**config.mk**
```make
export PLATFORM = sky130hd
export DESIGN_NAME = clk_div_bank_flat
export DESIGN_NICKNAME = d
export VERILOG_FILES = /design/src/rtl/clk_div_pkg.sv /design/src/rtl/clk_div_bank_if.sv /design/src/rtl/clk_div_chan.sv /design/src/rtl/clk_div_bank.sv /design/src/flat_wrapper.sv
export SDC_FILE = /design/constraint.sdc
export NUM_CORES = 1
export LEC_CHECK = 0
export ABC_AREA = 1
export ABC_CLOCK_PERIOD_IN_PS = 1600
export BUFFER_PORTS_ARGS = -buffer_cell sky130_fd_sc_hd__buf_2
export CAP_MARGIN = 20
export CORE_MARGIN = 1.5
export CORE_UTILIZATION = 59
export CTS_BUF_LIST = sky130_fd_sc_hd__clkbuf_2 sky130_fd_sc_hd__clkbuf_4 sky130_fd_sc_hd__clkbuf_8
export DETAILED_ROUTE_END_ITERATION = 10
export GPL_TIMING_DRIVEN = 0
export PLACE_DENSITY = 0.78
export SLEW_MARGIN = 20
export SYNTH_ARGS = -nofsm -noshare
export SYNTH_HDL_FRONTEND = slang
export SYNTH_SLANG_ARGS = --single-unit
```
**constraint.sdc**
```tcl
create_clock -name clk -period 1.6 [get_ports clk]
set_clock_uncertainty 0.05 [all_clocks]
set_input_delay 0.24 -clock clk [delete_from_list [all_inputs] [get_ports clk]]
set_output_delay 0.24 -clock clk [all_outputs]
set_load 0.01 [all_outputs]
```
**src/rtl/clk_div_pkg.sv**
```systemverilog
// Shared constants and helpers for the clock divider bank.
// The divisor helper maps a wanted clkout frequency onto the act_div encoding.
package clk_div_pkg;

  localparam int              CNT_W_DEF       = 32;
  localparam longint unsigned DEFAULT_DIV_DEF = 64'd25000000;

  // clkout runs at clk_hz / (2 * (div + 1)); returns 0 when the target is unreachable.
  function automatic longint unsigned div_for_freq(
    input longint unsigned clk_hz,
    input longint unsigned out_hz
  );
    if (out_hz == 0 || clk_hz < 2 * out_hz) begin
      return 0;
    end
    return clk_hz / (2 * out_hz) - 1;
  endfunction

endpackage

```
**src/rtl/clk_div_bank_if.sv**
```systemverilog
// Control and status bundle of the divider bank.
// The master drives enables, sync and divisor writes; the slave is the bank.
interface clk_div_bank_if
  import clk_div_pkg::*;
#(
  parameter int NUM_CH = 4,
  parameter int CNT_W  = CNT_W_DEF
) ();

  localparam int CH_W = (NUM_CH > 1) ? $clog2(NUM_CH) : 1;

  logic [NUM_CH-1:0] en;
  logic              sync;
  logic              wr_en;
  logic [CH_W-1:0]   wr_ch;
  logic [CNT_W-1:0]  wr_div;
  logic [NUM_CH-1:0] clkout;
  logic [NUM_CH-1:0] tick;
  logic [NUM_CH-1:0] pend;

  modport master (
    output en, sync, wr_en, wr_ch, wr_div,
    input  clkout, tick, pend
  );

  modport slave (
    input  en, sync, wr_en, wr_ch, wr_div,
    output clkout, tick, pend
  );

endinterface

```
**src/rtl/clk_div_chan.sv**
```systemverilog
// One divider channel: wrap counter, shadowed divisor, 50 % clkout and tick pulse.
// A pending divisor only moves into act_div on a wrap, a sync or while disabled.
module clk_div_chan
  import clk_div_pkg::*;
#(
  parameter int              CNT_W       = CNT_W_DEF,
  parameter longint unsigned DEFAULT_DIV = DEFAULT_DIV_DEF
) (
  input  logic             clk,
  input  logic             clr_n,
  input  logic             en,
  input  logic             sync,
  input  logic             wr,
  input  logic [CNT_W-1:0] wr_div,
  output logic             clkout,
  output logic             tick,
  output logic             pend
);

  localparam logic [CNT_W-1:0] RST_DIV = CNT_W'(DEFAULT_DIV);

  logic [CNT_W-1:0] cnt_q, cnt_d;
  logic [CNT_W-1:0] act_div_q, act_div_d;
  logic [CNT_W-1:0] pnd_div_q, pnd_div_d;
  logic             pend_q, pend_d;
  logic             clkout_q, clkout_d;
  logic             tick_q, tick_d;
  logic             wrap;
  logic             apply;

  always_comb begin
    wrap      = en && (cnt_q == act_div_q);
    apply     = sync || !en || wrap;
    cnt_d     = cnt_q;
    act_div_d = act_div_q;
    pnd_div_d = pnd_div_q;
    pend_d    = pend_q;
    clkout_d  = clkout_q;
    tick_d    = 1'b0;

    if (wr) begin
      pnd_div_d = wr_div;
      pend_d    = 1'b1;
    end
    // A write landing on an apply event bypasses the shadow register.
    if (apply) begin
      act_div_d = wr ? wr_div : pnd_div_q;
      pend_d    = 1'b0;
    end

    if (sync || !en) begin
      cnt_d    = '0;
      clkout_d = 1'b0;
    end else if (wrap) begin
      cnt_d    = '0;
      clkout_d = ~clkout_q;
      tick_d   = 1'b1;
    end else begin
      cnt_d    = cnt_q + CNT_W'(1);
    end
  end

  always_ff @(posedge clk or negedge clr_n) begin
    if (!clr_n) begin
      cnt_q     <= '0;
      act_div_q <= RST_DIV;
      pnd_div_q <= RST_DIV;
      pend_q    <= 1'b0;
      clkout_q  <= 1'b0;
      tick_q    <= 1'b0;
    end else begin
      cnt_q     <= cnt_d;
      act_div_q <= act_div_d;
      pnd_div_q <= pnd_div_d;
      pend_q    <= pend_d;
      clkout_q  <= clkout_d;
      tick_q    <= tick_d;
    end
  end

  assign clkout = clkout_q;
  assign tick   = tick_q;
  assign pend   = pend_q;

endmodule

```
**src/rtl/clk_div_bank.sv**
```systemverilog
// Bank of NUM_CH programmable clock dividers sharing one clk.
// Decodes the divisor write bus into per-channel strobes.
module clk_div_bank
  import clk_div_pkg::*;
#(
  parameter int              NUM_CH      = 4,
  parameter int              CNT_W       = CNT_W_DEF,
  parameter longint unsigned DEFAULT_DIV = DEFAULT_DIV_DEF
) (
  input logic           clk,
  input logic           clr_n,
  clk_div_bank_if.slave bus
);

  localparam int CH_W = (NUM_CH > 1) ? $clog2(NUM_CH) : 1;

  logic [NUM_CH-1:0] ch_wr;
  logic [NUM_CH-1:0] clkout_w;
  logic [NUM_CH-1:0] tick_w;
  logic [NUM_CH-1:0] pend_w;

  // Channel indices at or above NUM_CH match no strobe, so such writes vanish.
  always_comb begin
    ch_wr = '0;
    for (int i = 0; i < NUM_CH; i++) begin
      ch_wr[i] = bus.wr_en && (bus.wr_ch == CH_W'(i));
    end
  end

  for (genvar g = 0; g < NUM_CH; g++) begin : g_chan
    clk_div_chan #(
      .CNT_W       (CNT_W),
      .DEFAULT_DIV (DEFAULT_DIV)
    ) u_chan (
      .clk    (clk),
      .clr_n  (clr_n),
      .en     (bus.en[g]),
      .sync   (bus.sync),
      .wr     (ch_wr[g]),
      .wr_div (bus.wr_div),
      .clkout (clkout_w[g]),
      .tick   (tick_w[g]),
      .pend   (pend_w[g])
    );
  end

  assign bus.clkout = clkout_w;
  assign bus.tick   = tick_w;
  assign bus.pend   = pend_w;

endmodule

```
**src/flat_wrapper.sv**
```systemverilog
// flat-port wrapper written by rule: the top's interface ports become plain ports
module clk_div_bank_flat import clk_div_pkg::*;
#(
  parameter int              NUM_CH      = 4,
  parameter int              CNT_W       = CNT_W_DEF,
  parameter longint unsigned DEFAULT_DIV = DEFAULT_DIV_DEF
)
  (clk, clr_n, bus_en, bus_sync, bus_wr_en, bus_wr_ch, bus_wr_div, bus_clkout, bus_tick, bus_pend);
  clk_div_bank_if #(.NUM_CH(NUM_CH), .CNT_W(CNT_W)) bus_i ();
  input logic clk;
  input logic clr_n;
  input wire logic [$bits(bus_i.en)-1:0] bus_en;
  input wire logic [$bits(bus_i.sync)-1:0] bus_sync;
  input wire logic [$bits(bus_i.wr_en)-1:0] bus_wr_en;
  input wire logic [$bits(bus_i.wr_ch)-1:0] bus_wr_ch;
  input wire logic [$bits(bus_i.wr_div)-1:0] bus_wr_div;
  output wire logic [$bits(bus_i.clkout)-1:0] bus_clkout;
  output wire logic [$bits(bus_i.tick)-1:0] bus_tick;
  output wire logic [$bits(bus_i.pend)-1:0] bus_pend;
  assign bus_i.en = bus_en;
  assign bus_i.sync = bus_sync;
  assign bus_i.wr_en = bus_wr_en;
  assign bus_i.wr_ch = bus_wr_ch;
  assign bus_i.wr_div = bus_wr_div;
  assign bus_clkout = bus_i.clkout;
  assign bus_tick = bus_i.tick;
  assign bus_pend = bus_i.pend;
  clk_div_bank #(.NUM_CH(NUM_CH), .CNT_W(CNT_W), .DEFAULT_DIV(DEFAULT_DIV)) u_core (.clk(clk), .clr_n(clr_n), .bus(bus_i));
endmodule
```
==> impl_metrics.env <==
export IMPL_status="finished with violations"
export IMPL_violations="negative setup slack"
export IMPL_whs_ns=0.01707
export IMPL_synth_largest_area_cell="dfrtp_1"
export IMPL_drt_drc_violations_left=0
export IMPL_cts_root_buffer="clkbuf_8"
export IMPL_die_w_um=191.3
export IMPL_place_gp_congestion=0.9815
export IMPL_htreeDepth=3
export IMPL_num_rows=68
export IMPL_syn_avg_cell_area_sq_um=7.326
export IMPL_start_util_pct=60.25
export IMPL_dp_cells=3366
export IMPL_endpoint_kind="register"
export IMPL_via_per_inst=5.549
export IMPL_fin_ws_ns=-0.4345
export IMPL_final_area_sq_um=27230
export IMPL_ios=54
export IMPL_path_max_fanout=6
export IMPL_seqCellArea_sq_um=10070
export IMPL_dp_hpwl_um=43240
export IMPL_coreArea_sq_um=34710
export IMPL_antenna_found_initial=0
export IMPL_critPathArrivalTime_ns=2.55
export IMPL_cp_required_ns=2.11
export IMPL_power_mw=27.54
export IMPL_max_freq_mhz=491.5
export IMPL_routedWlPerCell_um=18.75
export IMPL_hold_path_class="input port to async pin"
export IMPL_wl_um=67860
export IMPL_dr_pass1_iters=6
export IMPL_setup_viol=267
export IMPL_reg2reg_depth=12
export IMPL_synth_area_leaders="dfrtp_1 (36%), nand2_1 (18%), dfstp_2 (12%)"
export IMPL_cts_sinks=396
export IMPL_worst_pin_slew_ns=0.9204
export IMPL_antenna_cells=0
export IMPL_area_growth_pct=30.19
export IMPL_synth_cells=2855
export IMPL_grt_setup_unrepaired="true"
export IMPL_cts_tree="done"
export IMPL_grt_max_degree=102
export IMPL_drtIter0Drc=1640
export IMPL_antenna_left=0
export IMPL_yosysSeqAreaShare_pct=47.95
export IMPL_port_buffers=52
export IMPL_fill_cells=2333
export IMPL_p_per_area_nw_per_um2=1011
export IMPL_placed_area_sq_um=22050
export IMPL_die_h_um=191.3
export IMPL_yosys_warnings=0
export IMPL_multiInputGateArea_sq_um=11060
export IMPL_p_leak_nw=12.57
export IMPL_layout_commonest_cell="nand2_1"
export IMPL_die_area_sq_um=36590
export IMPL_drv_slew=0
export IMPL_vdd_ir_drop_worst_mv=0.7205
export IMPL_r2r_end="u_core.g_chan[1].u_chan.act_div_q[31]"
export IMPL_grt_util_all_layers_pct=35.91
export IMPL_drv_cap=0
export IMPL_clock_path_buffers=3
export IMPL_fin_crit_ns=2.035
export IMPL_final_cell_mix="nand2_1 (801), inv_1 (306), dfrtp_1 (264)"
export IMPL_ys_ff_latch=396
export IMPL_fin_cells=3619
export IMPL_drive_above_1_share_pct=30.63
export IMPL_netlist_area_sq_um=20920
export IMPL_r2r_setup_slack_ns=-0.43
export IMPL_grt_pass1_vias=19440
export IMPL_cts_made_buffers=67
export IMPL_post_route_period_util_pct=127.2
export IMPL_nNetsFinal=3159
export IMPL_hold_viol=0
export IMPL_route_vias_total=20080
export IMPL_path_class="register to register"
export IMPL_ys_types=33
export IMPL_synth_top_area_share_pct=35.89
export IMPL_r2r_start="u_core.g_chan[1].u_chan.act_div_q[14]"
export IMPL_clk_pin_slew_ns=0.07
export IMPL_utilization_pct=78.44
export IMPL_gr_total_overflow=0
export IMPL_synth_fp_nets=2901
export IMPL_grt_pass1_wl_um=101900
export IMPL_slew_headroom_pct=38.58
export IMPL_dp_slack_ns=-0.6427
export IMPL_clk_latency_ns=0.63
export IMPL_crit_path_start_kind="register"
export IMPL_fin_tns_setup_ns=-86.13
-- sequential cells by signal, summed over array words and instances, names as in the netlist --
name                            cells
u_core.g_chan.u_chan.tick           4
u_core.g_chan.u_chan.cnt_q        128
u_core.g_chan.u_chan.pend           4
u_core.g_chan.u_chan.pnd_div_q    128
u_core.g_chan.u_chan.act_div_q    128
u_core.g_chan.u_chan.clkout         4
-- synth_stat cells, drive strengths merged --
| cell type | number |
|---|---|
| dfstp | 96 |
| inv | 340 |
| or2 | 6 |
| nand3 | 235 |
| a32o | 1 |
| o21ai | 143 |
| buf | 45 |
| ha | 4 |
| clkbuf | 49 |
| nand3b | 6 |
| nand2 | 995 |
| nor3b | 1 |
| a21oi | 4 |
| xnor2 | 39 |
| dfrtp | 300 |
| nor3 | 36 |
| xor2 | 92 |
| nor2 | 382 |
| nor4 | 1 |
| and2 | 13 |
| nand4 | 64 |
| clkinv | 3 |
-- layout make-up --
class,count,area share (%)
timing repair buffer,198,7.540
sequential,396,37.00
clock buffer,107,4.880
clock inverter,13,0.5606
inverter,343,4.728
tap,455,2.091
multi-input combinational,2027,40.61
buffer,80,2.587
-- per-layer routing --
| metal | share of wire [%] | GRT usage, % | vias up |
|---|---|---|---|
| li1 | - | - | 9379 |
| met1 | 41 | 46.32 | 9658 |
| met2 | 48 | 59.25 | 829 |
| met3 | 5.7 | 4.792 | 217 |
| met4 | 5.6 | 18.60 | 0 |
| met5 | 0 | 0 | - |
-- report_power, final --
group | leakage (nW) | internal (mW) | switching (mW)
clock network | 0.779 | 5.64 | 4.37
logic | 6.89 | 2.02 | 3.23
registers | 4.90 | 11.4 | 0.879
total | 12.6 | 19.1 | 8.47
-- repair_timing --
action | 4_1_cts | 5_1_grt
gates cloned | 32 | 4
hold buffers | 8 | 0
setup endpoints to repair | 270 | 295
hold endpoints to repair | 192 | 0
gates resized for setup | 296 | 424
buffers inserted | 87 | 34
pin swaps | 92 | 140
-- cells by family (layout without fill, tap and decap cells) --
| kind of cell | count (synthesis) | in the layout | share of synthesized area [%] |
|---|---|---|---|
| adders and majority gates | 4 | 4 | 0.2393 |
| DFF | 396 | 396 | 47.95 |
| and+or+nand+nor | 1739 | 1744 | 34.18 |
| AOI/OAI and AO/OA | 148 | 148 | 3.565 |
| buffers and inverters | 437 | 741 | 8.579 |
| xor gates and xnor gates | 131 | 131 | 5.486 |
-- worst max-delay path by stage --
stage,from,to,slack (ns),cells after the start
6_report,u_core.g_chan[1].u_chan.act_div_q[14],u_core.g_chan[1].u_chan.act_div_q[31],-0.43,12
5_1_grt,u_core.g_chan[2].u_chan.act_div_q[11],u_core.g_chan[2].u_chan.act_div_q[17],-0.53,15
4_1_cts,u_core.g_chan[0].u_chan.act_div_q[6],u_core.g_chan[0].u_chan.act_div_q[29],-0.37,14
3_5_place_dp,bus_wr_ch[1],u_core.g_chan[0].u_chan.act_div_q[15],-0.64,7
3_3_place_gp,clr_n,u_core.g_chan[3].u_chan.cnt_q[5],-7.21,1
2_1_floorplan,u_core.g_chan[2].u_chan.act_div_q[6],u_core.g_chan[2].u_chan.cnt_q[27],-0.05,13
-- worst max-delay path, stage by stage, from the launching register on --
cell	delay [ns]
dfstp_2	0.58
inv_2	0.05
nand2_2	0.07
nand2_2	0.06
nor2_1	0.09
nand4_1	0.17
nor2_4	0.16
buf_6	0.11
nand3_4	0.16
nand2_4	0.19
buf_6	0.12
nand2_1	0.06
nand2_1	0.09
(Power assumes the default switching activity.)
